File: config.mk
export PLATFORM = sky130hd
export DESIGN_NAME = mc_ctrl_flat
export DESIGN_NICKNAME = d
export VERILOG_FILES = /design/src/rtl/mc_pkg.sv /design/src/rtl/mc_ctrl_if.sv /design/src/rtl/mc_wait_timer.sv /design/src/rtl/mc_ctrl.sv /design/src/flat_wrapper.sv
export SDC_FILE = /design/constraint.sdc
export NUM_CORES = 1
export LEC_CHECK = 0
export BUFFER_PORTS_ARGS = -buffer_cell sky130_fd_sc_hd__buf_2
export CAP_MARGIN = 25
export CORE_ASPECT_RATIO = 0.75
export CORE_MARGIN = 3
export CORE_UTILIZATION = 49
export DETAILED_ROUTE_END_ITERATION = 8
export PLACE_DENSITY_LB_ADDON = 0.08
export SLEW_MARGIN = 20
export SYNTH_ARGS = -nofsm -noshare
export SYNTH_HDL_FRONTEND = slang
export SYNTH_HIERARCHICAL = 1
export SYNTH_SLANG_ARGS = --single-unit
File: constraint.sdc
create_clock -name clk -period 4.1 [get_ports clk]
set_input_delay 0.205 -clock clk [delete_from_list [all_inputs] [get_ports clk]]
set_output_delay 0.205 -clock clk [all_outputs]
set_load 0.005 [all_outputs]
File: src/rtl/mc_pkg.sv
// mc_pkg: shared definitions for the multi-cycle controller.
//   mc_state_e   - FSM state codes (also driven out on the state port)
//   MC_RESET_PC  - default first fetch address after reset
//   MC_WAIT_W    - wait-counter width (covers MAX_WAIT up to 255)
//   mc_dec_t     - decode classes latched when leaving ID
package mc_pkg;

  typedef enum logic [2:0] {
    ST_IF   = 3'd0,
    ST_ID   = 3'd1,
    ST_EXE  = 3'd2,
    ST_MEM  = 3'd3,
    ST_WB   = 3'd4,
    ST_HALT = 3'd7
  } mc_state_e;

  localparam logic [31:0] MC_RESET_PC = 32'h1c00_0000;
  localparam int unsigned MC_WAIT_W   = 8;

  typedef struct packed {
    logic load;
    logic store;
    logic rf_we;
  } mc_dec_t;

endpackage

File: src/rtl/mc_ctrl_if.sv
// mc_ctrl_if: instruction/data memory handshake between controller and memory.
//   master (controller): drives inst_req, inst_addr, data_req, data_we
//                        receives inst_ok, inst_rdata, data_ok
//   slave  (memory)    : the mirror image
interface mc_ctrl_if #(
  parameter int unsigned XLEN = 32
);

  logic            inst_req;
  logic [XLEN-1:0] inst_addr;
  logic            inst_ok;
  logic [XLEN-1:0] inst_rdata;
  logic            data_req;
  logic            data_we;
  logic            data_ok;

  modport master (
    output inst_req, inst_addr, data_req, data_we,
    input  inst_ok, inst_rdata, data_ok
  );

  modport slave (
    input  inst_req, inst_addr, data_req, data_we,
    output inst_ok, inst_rdata, data_ok
  );

endinterface

File: src/rtl/mc_wait_timer.sv
// mc_wait_timer: counts cycles an outstanding request has gone without ok.
//   clk, resetn - clock, async active-low reset
//   clear       - zero the count (asserted on the cycle before a request phase starts)
//   busy        - a request is outstanding this cycle
//   ok          - the outstanding request completes this cycle
//   expired     - this is the MAX_WAIT-th waiting cycle and ok is absent
// MAX_WAIT legal range is 1..255.
module mc_wait_timer
  import mc_pkg::*;
#(
  parameter int unsigned MAX_WAIT = 16
) (
  input  logic clk,
  input  logic resetn,
  input  logic clear,
  input  logic busy,
  input  logic ok,
  output logic expired
);

  localparam logic [MC_WAIT_W-1:0] LAST = MC_WAIT_W'(MAX_WAIT - 1);

  logic [MC_WAIT_W-1:0] cnt_q, cnt_d;

  // ok in the final allowed cycle wins over the timeout
  assign expired = busy & ~ok & (cnt_q == LAST);

  always_comb begin
    cnt_d = cnt_q;
    if (clear) begin
      cnt_d = '0;
    end else if (busy && !ok && cnt_q != LAST) begin
      cnt_d = cnt_q + 1'b1;
    end
  end

  always_ff @(posedge clk or negedge resetn) begin
    if (!resetn) begin
      cnt_q <= '0;
    end else begin
      cnt_q <= cnt_d;
    end
  end

endmodule

File: src/rtl/mc_ctrl.sv
// mc_ctrl: multi-cycle instruction sequencer (fetch/decode/execute/memory/writeback).
//   clk, resetn            - clock, async active-low reset
//   bus (master)           - instruction fetch and data memory handshakes
//   dec_*                  - decoded class of ir, sampled in ID
//   br_taken, br_target    - redirect applied at retire
//   pc, ir                 - current instruction address and latched word
//   rf_we, retire          - register-file write strobe, last-cycle pulse
//   state, bus_err         - FSM state code, sticky memory timeout
//
// state | meaning
// IF    | fetch request outstanding, waiting for inst_ok
// ID    | one cycle; branch-only ops retire here
// EXE   | one cycle; picks MEM, WB or retire
// MEM   | data request outstanding, waiting for data_ok
// WB    | one-cycle register write and retire
// HALT  | memory timeout; left only by reset
module mc_ctrl
  import mc_pkg::*;
#(
  parameter int unsigned     XLEN     = 32,
  parameter logic [XLEN-1:0] RESET_PC = XLEN'(MC_RESET_PC),
  parameter int unsigned     MAX_WAIT = 16
) (
  input  logic            clk,
  input  logic            resetn,
  mc_ctrl_if.master       bus,
  input  logic            dec_load,
  input  logic            dec_store,
  input  logic            dec_br_only,
  input  logic            dec_rf_we,
  input  logic            br_taken,
  input  logic [XLEN-1:0] br_target,
  output logic [XLEN-1:0] pc,
  output logic [XLEN-1:0] ir,
  output logic            rf_we,
  output logic            retire,
  output logic [2:0]      state,
  output logic            bus_err
);

  mc_state_e       state_q, state_d;
  logic [XLEN-1:0] pc_q, pc_d;
  logic [XLEN-1:0] ir_q, ir_d;
  mc_dec_t         dec_q, dec_d;
  logic            bus_err_q, bus_err_d;

  logic inst_req_o, data_req_o, data_we_o, rf_we_o, retire_o;
  logic in_if, in_mem;
  logic wait_clear, wait_busy, wait_ok, wait_expired;

  assign in_if      = (state_q == ST_IF);
  assign in_mem     = (state_q == ST_MEM);
  assign wait_busy  = in_if | in_mem;
  assign wait_ok    = (in_if & bus.inst_ok) | (in_mem & bus.data_ok);
  assign wait_clear = (state_d != state_q) && (state_d == ST_IF || state_d == ST_MEM);

  mc_wait_timer #(.MAX_WAIT(MAX_WAIT)) u_wait_timer (
    .clk     (clk),
    .resetn  (resetn),
    .clear   (wait_clear),
    .busy    (wait_busy),
    .ok      (wait_ok),
    .expired (wait_expired)
  );

  always_ff @(posedge clk or negedge resetn) begin
    if (!resetn) begin
      state_q <= ST_IF;
    end else begin
      state_q <= state_d;
    end
  end

  always_comb begin
    state_d = state_q;
    case (state_q)
      ST_IF: begin
        if (bus.inst_ok)       state_d = ST_ID;
        else if (wait_expired) state_d = ST_HALT;
      end
      ST_ID:  state_d = dec_br_only ? ST_IF : ST_EXE;
      ST_EXE: begin
        if (dec_q.load || dec_q.store) state_d = ST_MEM;
        else if (dec_q.rf_we)          state_d = ST_WB;
        else                           state_d = ST_IF;
      end
      ST_MEM: begin
        if (bus.data_ok)       state_d = dec_q.store ? ST_IF : ST_WB;
        else if (wait_expired) state_d = ST_HALT;
      end
      ST_WB:   state_d = ST_IF;
      ST_HALT: state_d = ST_HALT;
      default: state_d = ST_HALT;
    endcase
  end

  always_comb begin
    inst_req_o = 1'b0;
    data_req_o = 1'b0;
    data_we_o  = 1'b0;
    rf_we_o    = 1'b0;
    retire_o   = 1'b0;
    case (state_q)
      // state_q already sits in IF during reset; gating keeps the fetch
      // request low until resetn is released.
      ST_IF:  inst_req_o = resetn;
      ST_ID:  retire_o = dec_br_only;
      ST_EXE: retire_o = ~(dec_q.load | dec_q.store | dec_q.rf_we);
      ST_MEM: begin
        data_req_o = 1'b1;
        data_we_o  = dec_q.store;
        retire_o   = bus.data_ok & dec_q.store;
      end
      ST_WB: begin
        rf_we_o  = 1'b1;
        retire_o = 1'b1;
      end
      default: ;
    endcase
  end

  always_comb begin
    pc_d      = pc_q;
    ir_d      = ir_q;
    dec_d     = dec_q;
    bus_err_d = bus_err_q | wait_expired;
    if (retire_o) begin
      pc_d = br_taken ? br_target : pc_q + XLEN'(4);
    end
    if (in_if && bus.inst_ok) begin
      ir_d = bus.inst_rdata;
    end
    if (state_q == ST_ID) begin
      dec_d.load  = dec_load;
      dec_d.store = dec_store;
      dec_d.rf_we = dec_rf_we;
    end
  end

  always_ff @(posedge clk or negedge resetn) begin
    if (!resetn) begin
      pc_q      <= RESET_PC;
      ir_q      <= '0;
      dec_q     <= '0;
      bus_err_q <= 1'b0;
    end else begin
      pc_q      <= pc_d;
      ir_q      <= ir_d;
      dec_q     <= dec_d;
      bus_err_q <= bus_err_d;
    end
  end

  assign bus.inst_req  = inst_req_o;
  assign bus.inst_addr = pc_q;
  assign bus.data_req  = data_req_o;
  assign bus.data_we   = data_we_o;
  assign pc            = pc_q;
  assign ir            = ir_q;
  assign rf_we         = rf_we_o;
  assign retire        = retire_o;
  assign state         = state_q;
  assign bus_err       = bus_err_q;

endmodule
File: src/flat_wrapper.sv
// flat-port wrapper written by rule: the top's interface ports become plain ports
module mc_ctrl_flat import mc_pkg::*;
#(
  parameter int unsigned     XLEN     = 32,
  parameter logic [XLEN-1:0] RESET_PC = XLEN'(MC_RESET_PC),
  parameter int unsigned     MAX_WAIT = 16
)
  (clk, resetn, dec_load, dec_store, dec_br_only, dec_rf_we, br_taken, br_target, pc, ir, rf_we, retire, state, bus_err, bus_inst_req, bus_inst_addr, bus_data_req, bus_data_we, bus_inst_ok, bus_inst_rdata, bus_data_ok);
  mc_ctrl_if #(.XLEN(XLEN)) bus_i ();
  input  logic clk;
  input  logic resetn;
  input  logic dec_load;
  input  logic dec_store;
  input  logic dec_br_only;
  input  logic dec_rf_we;
  input  logic br_taken;
  input  logic [XLEN-1:0] br_target;
  output logic [XLEN-1:0] pc;
  output logic [XLEN-1:0] ir;
  output logic rf_we;
  output logic retire;
  output logic [2:0] state;
  output logic bus_err;
  output wire logic [$bits(bus_i.inst_req)-1:0] bus_inst_req;
  output wire logic [$bits(bus_i.inst_addr)-1:0] bus_inst_addr;
  output wire logic [$bits(bus_i.data_req)-1:0] bus_data_req;
  output wire logic [$bits(bus_i.data_we)-1:0] bus_data_we;
  input wire logic [$bits(bus_i.inst_ok)-1:0] bus_inst_ok;
  input wire logic [$bits(bus_i.inst_rdata)-1:0] bus_inst_rdata;
  input wire logic [$bits(bus_i.data_ok)-1:0] bus_data_ok;
  assign bus_inst_req = bus_i.inst_req;
  assign bus_inst_addr = bus_i.inst_addr;
  assign bus_data_req = bus_i.data_req;
  assign bus_data_we = bus_i.data_we;
  assign bus_i.inst_ok = bus_inst_ok;
  assign bus_i.inst_rdata = bus_inst_rdata;
  assign bus_i.data_ok = bus_data_ok;
  mc_ctrl #(.XLEN(XLEN), .RESET_PC(RESET_PC), .MAX_WAIT(MAX_WAIT)) u_core (.clk(clk), .resetn(resetn), .bus(bus_i), .dec_load(dec_load), .dec_store(dec_store), .dec_br_only(dec_br_only), .dec_rf_we(dec_rf_we), .br_taken(br_taken), .br_target(br_target), .pc(pc), .ir(ir), .rf_we(rf_we), .retire(retire), .state(state), .bus_err(bus_err));
endmodule
# == After elaboration in Yosys (flattened, before gate mapping) ==
# Cells that the tools add are included.
# op_classes
bitwise_logic,12
reduce_logical,10
eq_ne,8
muxes,16
add_sub_neg,2
# op_table
op,count
$add A32 B3 Y32 const B,1
$mux W32,1
$mux W3,6
$mux W8,2
$pmux W3 S5,1
$eq A3 B2 Y1 const B,3
$add A8 B1 Y8 const B,1
$eq A8 B4 Y1 const B,1
$ne A8 B4 Y1 const B,1
$logic_not A3 Y1,2
$and A1 B1 Y1,5
$or A1 B1 Y1,5
$logic_and A1 B1 Y1,4
$mux W1,4
$pmux W1 S4,1
$eq A3 B1 Y1 const B,1
$eq A3 B3 Y1 const B,1
$ne A3 B3 Y1,1
$logic_or A1 B1 Y1,2
$mux W2,1
$not A1 Y1,2
$reduce_bool A2 Y1,1
$logic_not A1 Y1,1
# totals
output_inout_bits,105
in_bits,73
wordCells,56
reg_bits,79

# == Longest topological paths before layout ==
# Gate-level depths: netlist (run 1).
# depth
word_depth,13
ltp_mapped,16
ltp_nobuf,13

# == Hierarchy ==
# The synthesis (run 1) kept the hierarchy.
# by_module_without_submodules
mod,area_each_um2,cells_per_inst,instances,seq_area_each_um2
mc_ctrl,4017.6,410,1,1780.5
mc_wait_timer,462.9,48,1,200.2

# == Worst setup path before layout (run 1) ==
# Ideal clock, no wire load.
# synth_timing
path_type,register -> register
start,register u_core.state_q[2] (netlist: u_core/state[2])
end,register u_core.u_wait_timer.cnt_q[0]
required_ns,3.975
stages_incl_launch_ff,16
synth_period_minus_slack_ns,3.093
arrival_time_ns,2.968
setup_time_ns,0.125
slack_ns,1.007
n_path_buf,3
cell_sequence,dfrtp_1 -> buf_2 -> or3_1 -> nor2_2 -> buf_2 -> a21o_1 -> and2b_2 -> and3_1 -> or4b_1 -> a21oi_1 -> nor2_1 -> o21ai_0 -> a21oi_1 -> buf_1 -> nor2_1 -> mux2_2
# synth_via
elab_chain_cells,13
elab_cells_between_ends,26
cone_classes,eq/ne (6); mux (5); bitwise (7); reduce/logical (8)
# synth_rtl
item,line,source
"start, declared",mc_ctrl.sv:41,"mc_state_e state_q, state_d;"
"start signal, assigned",mc_ctrl.sv:70,state_q <= state_d;
$eq A3 B2 Y1 or $logic_not A3 Y1 (tied branches),"mc_ctrl.sv:52, mc_ctrl.sv:51",
$and A1 B1 Y1,mc_ctrl.sv:54,assign wait_ok = (in_if & bus.inst_ok) | (in_mem & bus.data_ok);
$or A1 B1 Y1 *,mc_ctrl.sv:54,
net u_core.wait_ok,mc_ctrl.sv:49,"logic wait_clear, wait_busy, wait_ok, wait_expired;"
$not A1 Y1 *,mc_wait_timer.sv:26,assign expired = busy & ~ok & (cnt_q == LAST);
$and A1 B1 Y1 * (2 in series),mc_wait_timer.sv:26,
net u_core.wait_expired,mc_ctrl.sv:49,
$mux W3 *,"mc_ctrl.sv:79, mc_ctrl.sv:89",
$mux W3 (on tied branches),"mc_ctrl.sv:88, mc_ctrl.sv:78",
$pmux W3 S5 *,mc_ctrl.sv:76,case (state_q)
$eq A3 B2 Y1 or $logic_not A3 Y1 (tied branches),mc_ctrl.sv:55,assign wait_clear = (state_d != state_q) && (state_d == ST_IF || state_d == ST_MEM);
$logic_or A1 B1 Y1,mc_ctrl.sv:55,
$logic_and A1 B1 Y1 *,mc_ctrl.sv:55,
net u_core.wait_clear,mc_ctrl.sv:49,
$mux W8 or $reduce_bool A2 Y1 (tied branches),n/a,
"end signal, assigned",mc_wait_timer.sv:41,cnt_q <= cnt_d;
"end, declared",mc_wait_timer.sv:23,"logic [MC_WAIT_W-1:0] cnt_q, cnt_d;"
# Mark *: on every way through the listed nets, which the timed path passes. The rest lies on a longest branch.
# A chain may end at the register's enable or synchronous reset.

# == Worst setup path after layout (run 1) ==
# layout_timing
start,register u_core.state_q[0] (netlist: u_core/state[0])
end,register u_core.u_wait_timer.cnt_q[0]
# layout_via
elab_chain_cells,13
elab_cells_between_ends,26
cone_classes,eq/ne (6); mux (5); bitwise (7); reduce/logical (8)
# layout_rtl
item,line
$eq A3 B2 Y1 or $logic_not A3 Y1 (tied branches),"mc_ctrl.sv:52, mc_ctrl.sv:51"
$and A1 B1 Y1,mc_ctrl.sv:54
$or A1 B1 Y1 *,mc_ctrl.sv:54
net u_core.wait_ok,mc_ctrl.sv:49
$not A1 Y1 *,mc_wait_timer.sv:26
$and A1 B1 Y1 * (2 in series),mc_wait_timer.sv:26
net u_core.wait_expired,mc_ctrl.sv:49
$mux W3 *,"mc_ctrl.sv:79, mc_ctrl.sv:89"
$mux W3 (on tied branches),"mc_ctrl.sv:88, mc_ctrl.sv:78"
$pmux W3 S5 *,mc_ctrl.sv:76
net u_core.state_d[1],mc_ctrl.sv:41
$eq A3 B2 Y1 or $logic_not A3 Y1 (tied branches),mc_ctrl.sv:55
$logic_or A1 B1 Y1,mc_ctrl.sv:55
$logic_and A1 B1 Y1 *,mc_ctrl.sv:55
net u_core.wait_clear,mc_ctrl.sv:49
$mux W8 or $reduce_bool A2 Y1 (tied branches),n/a
# Marks and branches as above.

==> key figures, run 1 <==
Global routing
  • First-pass GRT wire length: 19.2 mm
  • Largest net degree at the start of global routing: 65
  • GR Util All Layers: 0.234
  • Total grt overflow: 0
  • Vias in the first global route: ~3800
  • Most Used Layer, Global Route: met2
  • Initial antenna violation count: 1
  • GR Util met1: 0.335
  • Met3 Usage GRT: 0.0533
  • Met2 usage: 0.357

Die
  • Core Area: 8670 sq um
  • Die width: about 120 um
  • Initial Util: 0.517
  • Die Ht: between 80 and 90 um
  • Io pins: between 150 and 200
  • Total die area: slightly above 10000 sq um
  • Rows: 29

Placement
  • Routability cong.: between 0.8 and 0.9
  • Post-place setup slack: between 1 and 1.5 ns
  • Placed cell area: roughly 5200 sq um
  • I/O Buffers: 177
  • HPWL Detailed: roughly 8.6 mm
  • Placed insts: between 600 and 700

Power
  • Switching power: between 1.5 and 2 mW
  • Pwr Total: approximately 4 mW
  • Switching share of total power: 0.397
  • Power per Cell Area: between 700 and 800 nW/um^2
  • Flop pwr share: 0.380
  • Max IR drop VDD: a little over 0.7 mV
  • P_int: 2.44 mW
  • Clock power share: 0.184
  • Comb power frac: 0.437
  • Leak pwr: 2.52 nW

Timing
  • Worst setup margin: a little under 1 ns
  • Final count of negative-setup-slack endpoints: 0
  • Least-Margin Pin Slew: around 0.76 ns
  • Pins Over Slew Limit: 0
  • Total negative slack: 0 ns
  • Worst hold margin: a little over 0.08 ns
  • Max_slew headroom: 0.492
  • Min cycle time layout: 3.13 ns
  • Fmax: 320 MHz
  • Final hold violations: 0
  • Final period utilization: 0.763
  • Setup repair after global routing missed its margin: no
  • Final Skew: between 0.006 and 0.007 ns

Synthesis
  • FFs w/ async S/R, synth: 1.00
  • Synth Area per Inst: about 9.8 sq um
  • Top cells by area, synth: dfrtp_1 42%, mux2_2 9.0%, buf_4 5.4%
  • Post-Synthesis Cells: between 400 and 500
  • Main synth FF type: dfrtp_1
  • Post-synthesis cell area: ~4500 sq um
  • Number of synthesized flops with an enable pin: 0
  • Synth top area share: 0.424
  • Number of synthesized register bits: 79
  • Ys Warns: 6
  • Synth area leader: dfrtp_1
  • Unique masters post-synth: 64
  • Register area share after synthesis: 0.442
  • Syn nets: 533

Finish
  • Share of cells above drive strength 1: 0.430
  • Fin nets: about 670
  • Fin cells: slightly above 700
  • Finished Core Util: 0.631
  • Design Area, Final: between 5000 and 6000 sq um
  • Area growth from synthesis to layout: 22.2%

Routing
  • Via count: between 4000 and 5000
  • Drt drc: 0
  • Initial DRC count: between 300 and 400
  • Final WL: 11.9 mm
  • DR WL/cell: 16.9 um
  • Total iterations of the first detailed-routing run: 5
  • Antenna-violating nets left: 0
  • DR vias/cell: 5.75

Worst setup path
  • Critical Path Source Type: register
  • CP Capture Type: register
  • Top delay family on crit path: simple AND/OR/NAND/NOR gates
  • Critical path type: reg -> reg
  • Crit path required time: approximately 4.3 ns
  • Max FO, Critical Path: 15
  • Critical Path Max Stage Delay: roughly 0.5 ns
  • CP max stage cell: dfrtp_1
  • Worst path cell trace: nor2b_1 -> and2_1 -> a21o_1 -> and2b_2 -> and3_1 -> or4b_1 -> a21oi_1 -> nor2_1 -> inv_1 -> nand3b_1 -> a21oi_1 -> buf_4 -> nor2_1 -> mux2_2
  • WP buf/inv: 2
  • Arr. time, crit path: ~3.4 ns

Clocking
  • CTS Buf Count: 9
  • Clock buffer depth: 2
  • Sink Count: between 70 and 80
  • Clock transition at the registers of the reported paths: around 0.060 ns
  • CTS tree: done
  • Clock Latency Late Sink: roughly 0.34 ns
  • CTS Root Cell: clkbuf_16
  • Setup Buffers After CTS: 0
  • CTS H-tree lvls: 3

Status
  • Outcome: finished clean

Flow run
  • Max Cap Viol: 0

Min path
  • Hold crit path type: in -> reg
## per-layer routing
layer / part of all wire / vias up
met5: 0 / -
met4: 0.0078 / 0
met3: 0.073 / 9
met2: 0.45 / 174
met1: 0.47 / 1956
li1: - / 1924
## power by group through the flow
stage	Clock (mW)	Combinational (mW)	Sequential, mW
2_1_floorplan	0	1.25	1.48
3_3_place_gp	0	1.75	1.51
3_5_place_dp	0	1.77	1.54
4_1_cts	0.768	1.78	1.53
5_1_grt	0.797	1.98	1.61
6_report	0.742	1.76	1.53
## registers in the layout, indices dropped and copies added, names as in the netlist
register	count
u_core/bus.inst_addr	32
u_core/bus_err	1
u_core/dec_q	3
u_core/ir	32
u_core/state	3
u_core/u_wait_timer/cnt_q	8
## logic make-up (layout without fill, tap and decap cells)
kind of cell,after synthesis,count (layout),share of synthesized area
and+or+nand+nor,142,142,0.186
AOI/OAI and AO/OA,122,122,0.173
buffers and inverters,73,212,0.0941
DFF,79,79,0.442
adders and majority gates,2,2,0.00558
other,0,1,0
muxes,40,40,0.0994
## final timing paths
kind                                                       endpoint  cells after the start                 startpoint  slack (ns)
max                        u_core/u_wait_timer/cnt_q[0]$_DFFE_PN0P_                     14  u_core/state[0]$_DFF_PN0_        0.97
min                                     u_core/dec_q[0]$_DFFE_PN0N_                      3                  dec_rf_we        0.08
max reg2reg                u_core/u_wait_timer/cnt_q[0]$_DFFE_PN0P_                     14  u_core/state[0]$_DFF_PN0_        0.97
min reg2reg                                u_core/bus_err$_DFF_PN0_                      1   u_core/bus_err$_DFF_PN0_        0.47
max in group asynchronous      u_core/bus.inst_addr[27]$_DFFE_PN1N_                      3                     resetn        2.73
min in group asynchronous                 u_core/ir[11]$_DFFE_PN0P_                      2                     resetn        0.41
## layout make-up
type / count / area, sq um
timing repair buffer: 184 / 956
multi-input combinational: 306 / 2080
tap: 108 / 135
sequential: 79 / 1980
inverter: 12 / 45.0
clock buffer: 11 / 243
clock inverter: 5 / 33.8
fill: 741 / 3200
antenna: 1 / 2.50
## synthesized netlist by cell type (3+ instances only)
library cell,count
buf_2,10
o211ai_1,3
o21ai_0,32
and2_1,4
nand3_1,16
dfstp_2,3
nor2_1,29
nor4_1,3
mux2_2,36
inv_1,11
a31oi_1,5
a21oi_1,34
a22oi_1,7
buf_4,32
nand4_1,5
nor2b_1,5
nand2b_1,4
o22a_1,3
o2bb2ai_1,7
or3_1,4
and3_1,12
or4_1,6
nand2_1,21
nor3_1,10
o31ai_1,7
mux2i_1,4
a32oi_1,4
dfrtp_1,76
clkbuf_1,15
## cell usage in the layout, fill, tap and decap left out, types with 5 or more instances in the layout
cell,Yosys,final
dfrtp_1,76,76
nor3_1,10,10
nand2_1,21,21
inv_1,11,11
a22oi_1,7,7
and3_1,12,12
o31ai_1,7,7
a21oi_1,34,34
mux2_2,36,36
nand4_1,5,5
buf_2,10,176
nor2_1,29,29
o2bb2ai_1,7,7
nand3_1,16,16
clkbuf_16,0,9
o21ai_0,32,32
nor2b_1,5,5
a31oi_1,5,5
buf_4,32,6
or4_1,6,6
## worst register-to-register path, delay by kind of cell (launching register included)
family / cells / cell delay [ns]
AND/OR/NAND/NOR: 8 / 1.49
buffers and inverters: 2 / 0.28
AO/OA/AOI/OAI: 3 / 0.49
multiplexers: 1 / 0.25
flip-flops: 1 / 0.50
## timing repair
item	4_1_cts	5_1_grt
hold endpoints to repair	36	0
gates resized for setup	0	0
hold buffers	1	0
(Power assumes the default switching activity.)
==> run 2: changes to the inputs <==
--- a/config.mk
+++ b/config.mk
@@ -9,7 +9,7 @@
 export CAP_MARGIN = 25
 export CORE_ASPECT_RATIO = 0.75
 export CORE_MARGIN = 3
-export CORE_UTILIZATION = 49
+export CORE_UTILIZATION = 44
 export DETAILED_ROUTE_END_ITERATION = 8
 export PLACE_DENSITY_LB_ADDON = 0.08
 export SLEW_MARGIN = 20
==> constraint.sdc (replaced) <==
create_clock -name clk -period 2.63 [get_ports clk]
set_input_delay 0.1315 -clock clk [delete_from_list [all_inputs] [get_ports clk]]
set_output_delay 0.1315 -clock clk [all_outputs]
set_load 0.005 [all_outputs]
==> key figures, run 2 (synthesis results as in run 1) <==
Finish
  • Area growth from synthesis to layout: 30.4%
  • ANT cells: 0 (-1)
  • Fill cell count: 859 (+16%)
  • Share of cells above drive strength 1: 0.469 (+0.0390)
  • Area of the multi-input gates: 2140 sq um (+3.0%)
  • Fin nets: 693 (+3.9%)
  • Most frequent cells in the layout: 176 x buf_2, 75 x dfrtp_1, 35 x mux2_2
  • Finished Core Util: 0.598 (-0.0337)
  • Register Area: 1980 sq um (about the same)
  • Commonest non-fill, non-tap cell in the layout: buf_2
  • Fin cells: 754 (+6.8%)

Global routing
  • Initial antenna violation count: 1 (unchanged)
  • Largest net degree at the start of global routing: 42 (-35%)
  • Vias in the first global route: 3846 (+1.3%)
  • GR Util All Layers: 0.216 (-0.0184)
  • First-pass GRT wire length: 19.6 mm (+2.3%)
  • Total grt overflow: 0 (unchanged)

Worst setup path
  • CP Capture Type: register
  • Crit path required time: 2.87 ns (-1.45 ns)
  • Max FO, Critical Path: 5 (-10)
  • Critical Path Source Type: register
  • Critical path type: reg -> reg
  • Arr. time, crit path: 3.00 ns (-0.35 ns)

Min path
  • Hold crit path type: in -> reg

Placement
  • Placed insts: 728 (+6.1%)
  • Post-place setup slack: -0.276 ns (-1.28 ns)
  • HPWL Detailed: 8.99 mm (+4.2%)
  • Routability cong.: 0.894 (+5.0%)
  • I/O Buffers: 177 (unchanged)

Routing
  • DR WL/cell: 16.4 um (-2.5%)
  • Via count: 4118 (+1.4%)
  • Antenna-violating nets left: 0 (unchanged)
  • DR vias/cell: 5.46 (-5.1%)
  • Final WL: 12.4 mm (+4.1%)
  • Drt drc: 0 (unchanged)
  • Initial DRC count: 225 (-39%)
  • Total iterations of the first detailed-routing run: 5 (unchanged)

Timing
  • Final hold violations: 0 (unchanged)
  • Max_slew headroom: 0.528 (+0.0363)
  • Final count of negative-setup-slack endpoints: 7 (+7)
  • Setup repair after global routing missed its margin: yes
  • Final period utilization: 1.05 (+0.286)
  • Min cycle time layout: 2.76 ns (-0.369 ns)
  • Least-Margin Pin Slew: 0.702 ns (-0.0540 ns)
  • Fmax: 362 MHz (+13%)
  • Worst setup margin: -0.130 ns (-1.10 ns)
  • Final Skew: 0.00336 ns (-0.00291 ns)
  • Pins Over Slew Limit: 0 (unchanged)

Die
  • Io pins: 178 (unchanged)
  • Total die area: 11400 sq um (+11%)
  • Rows: 31 (+6.9%)
  • Die Ht: 93.4 um (+5.2%)
  • Die width: 123 um (+5.2%)
  • Core Area: 9770 sq um (+13%)
  • Initial Util: 0.458 (-0.0583)

Power
  • Leak pwr: 2.70 nW (+7.2%)
  • Power per Cell Area: 1210 nW/um^2 (+64%)
  • Max IR drop VDD: 0.634 mV (-13%)

Clocking
  • CTS tree: done
  • Clock buffer depth: 2 (unchanged)
  • CTS Root Cell: clkbuf_16
  • Sink Count: 79 (unchanged)
  • Clock transition at the registers of the reported paths: 0.06 ns (about the same)
  • CTS Buf Count: 9 (unchanged)
  • CTS H-tree lvls: 3 (unchanged)
  • Clock Latency Late Sink: 0.32 ns (-0.02 ns)

Status
  • Outcome: complete, but fails checks
  • Violated checks: negative setup slack

Flow run
  • Max Cap Viol: 0 (unchanged)
[run 2: cell types whose count changed in the layout (fill, tap and decap cells not counted), moves of 2 or more]
cell        delta
buf_4         +23
a21oi_1        -5
a21oi_2        +4
bufinv_16      +3
buf_6          +2
clkinv_2       -2
clkinvlp_4     -2
[run 2: layer usage]
layer,vias to the layer above,GRT usage,part of all wire
met5,-,0,0.0010
met4,2,0.0429,0.0038
met3,6,0.0550,0.085
met2,170,0.338,0.46
met1,1964,0.305,0.45
li1,1976,-,-
[run 2: final cells by class]
cell class,instances,share of cell area
Sequential cell,79,0.339
Clock buffer,12,0.0439
Multi-Input combinational cell,306,0.367
Clock inverter,3,0.0154
Tap cell,132,0.0283
Timing Repair Buffer,210,0.199
Inverter,12,0.00771
[run 2: timing repair]
| item | in CTS | in global routing |
|---|---|---|
| hold buffers | 2 | 0 |
| setup endpoints to repair | 8 | 8 |
| buffers inserted | 6 | 3 |
| pin swaps | 5 | 2 |
| hold endpoints to repair | 33 | 0 |
| resized for setup | 11 | 1 |
[run 2: critical path: stages, from the launching register on]
cell	delay, ns
dfrtp_1	0.40
nor2b_4	0.14
and2_4	0.16
a21o_1	0.16
and2b_2	0.22
and3_4	0.17
or4b_1	0.43
a21oi_1	0.14
nor2_1	0.06
buf_4	0.15
o21ai_0	0.09
a21oi_2	0.12
buf_6	0.15
buf_4	0.13
nor3b_2	0.16
[run 2: where the power goes]
group | leakage, nW | switching (mW) | internal [mW]
Clock | 0.169 | 0.468 | 0.975
Combinational | 1.59 | 1.57 | 1.71
Sequential | 0.941 | 0.555 | 1.79
[run 2: worst paths after layout]
path                                            from                                        to  slack, ns  depth (start not counted)
setup / recovery           u_core/state[0]$_DFF_PN0_  u_core/u_wait_timer/cnt_q[3]$_DFFE_PN0P_      -0.13                         14
hold / removal                             dec_store               u_core/dec_q[1]$_DFFE_PN0N_       0.03                          3
setup reg to reg           u_core/state[0]$_DFF_PN0_  u_core/u_wait_timer/cnt_q[3]$_DFFE_PN0P_      -0.13                         14
hold reg to reg             u_core/bus_err$_DFF_PN0_                  u_core/bus_err$_DFF_PN0_       0.46                          1
max in group asynchronous                     resetn      u_core/bus.inst_addr[27]$_DFFE_PN1N_       1.51                          3
min in group asynchronous                     resetn      u_core/bus.inst_addr[16]$_DFFE_PN0N_       0.33                          2
[run 2: metrics by stage]
step | instance area [sq um] | total power, mW | hold WS (ns) | TNS, ns
floorplan | 4530 | 4.34 | -0.164 | -0.143
global route | 5840 | 7.59 | 0.0235 | -1.58
CTS | 5810 | 7.08 | 0.0227 | -0.541
global placement | 5350 | 5.27 | 0.137 | -0.610
detailed placement | 5350 | 5.36 | 0.148 | -1.43
finish | 5840 | 7.07 | 0.0300 | -0.669
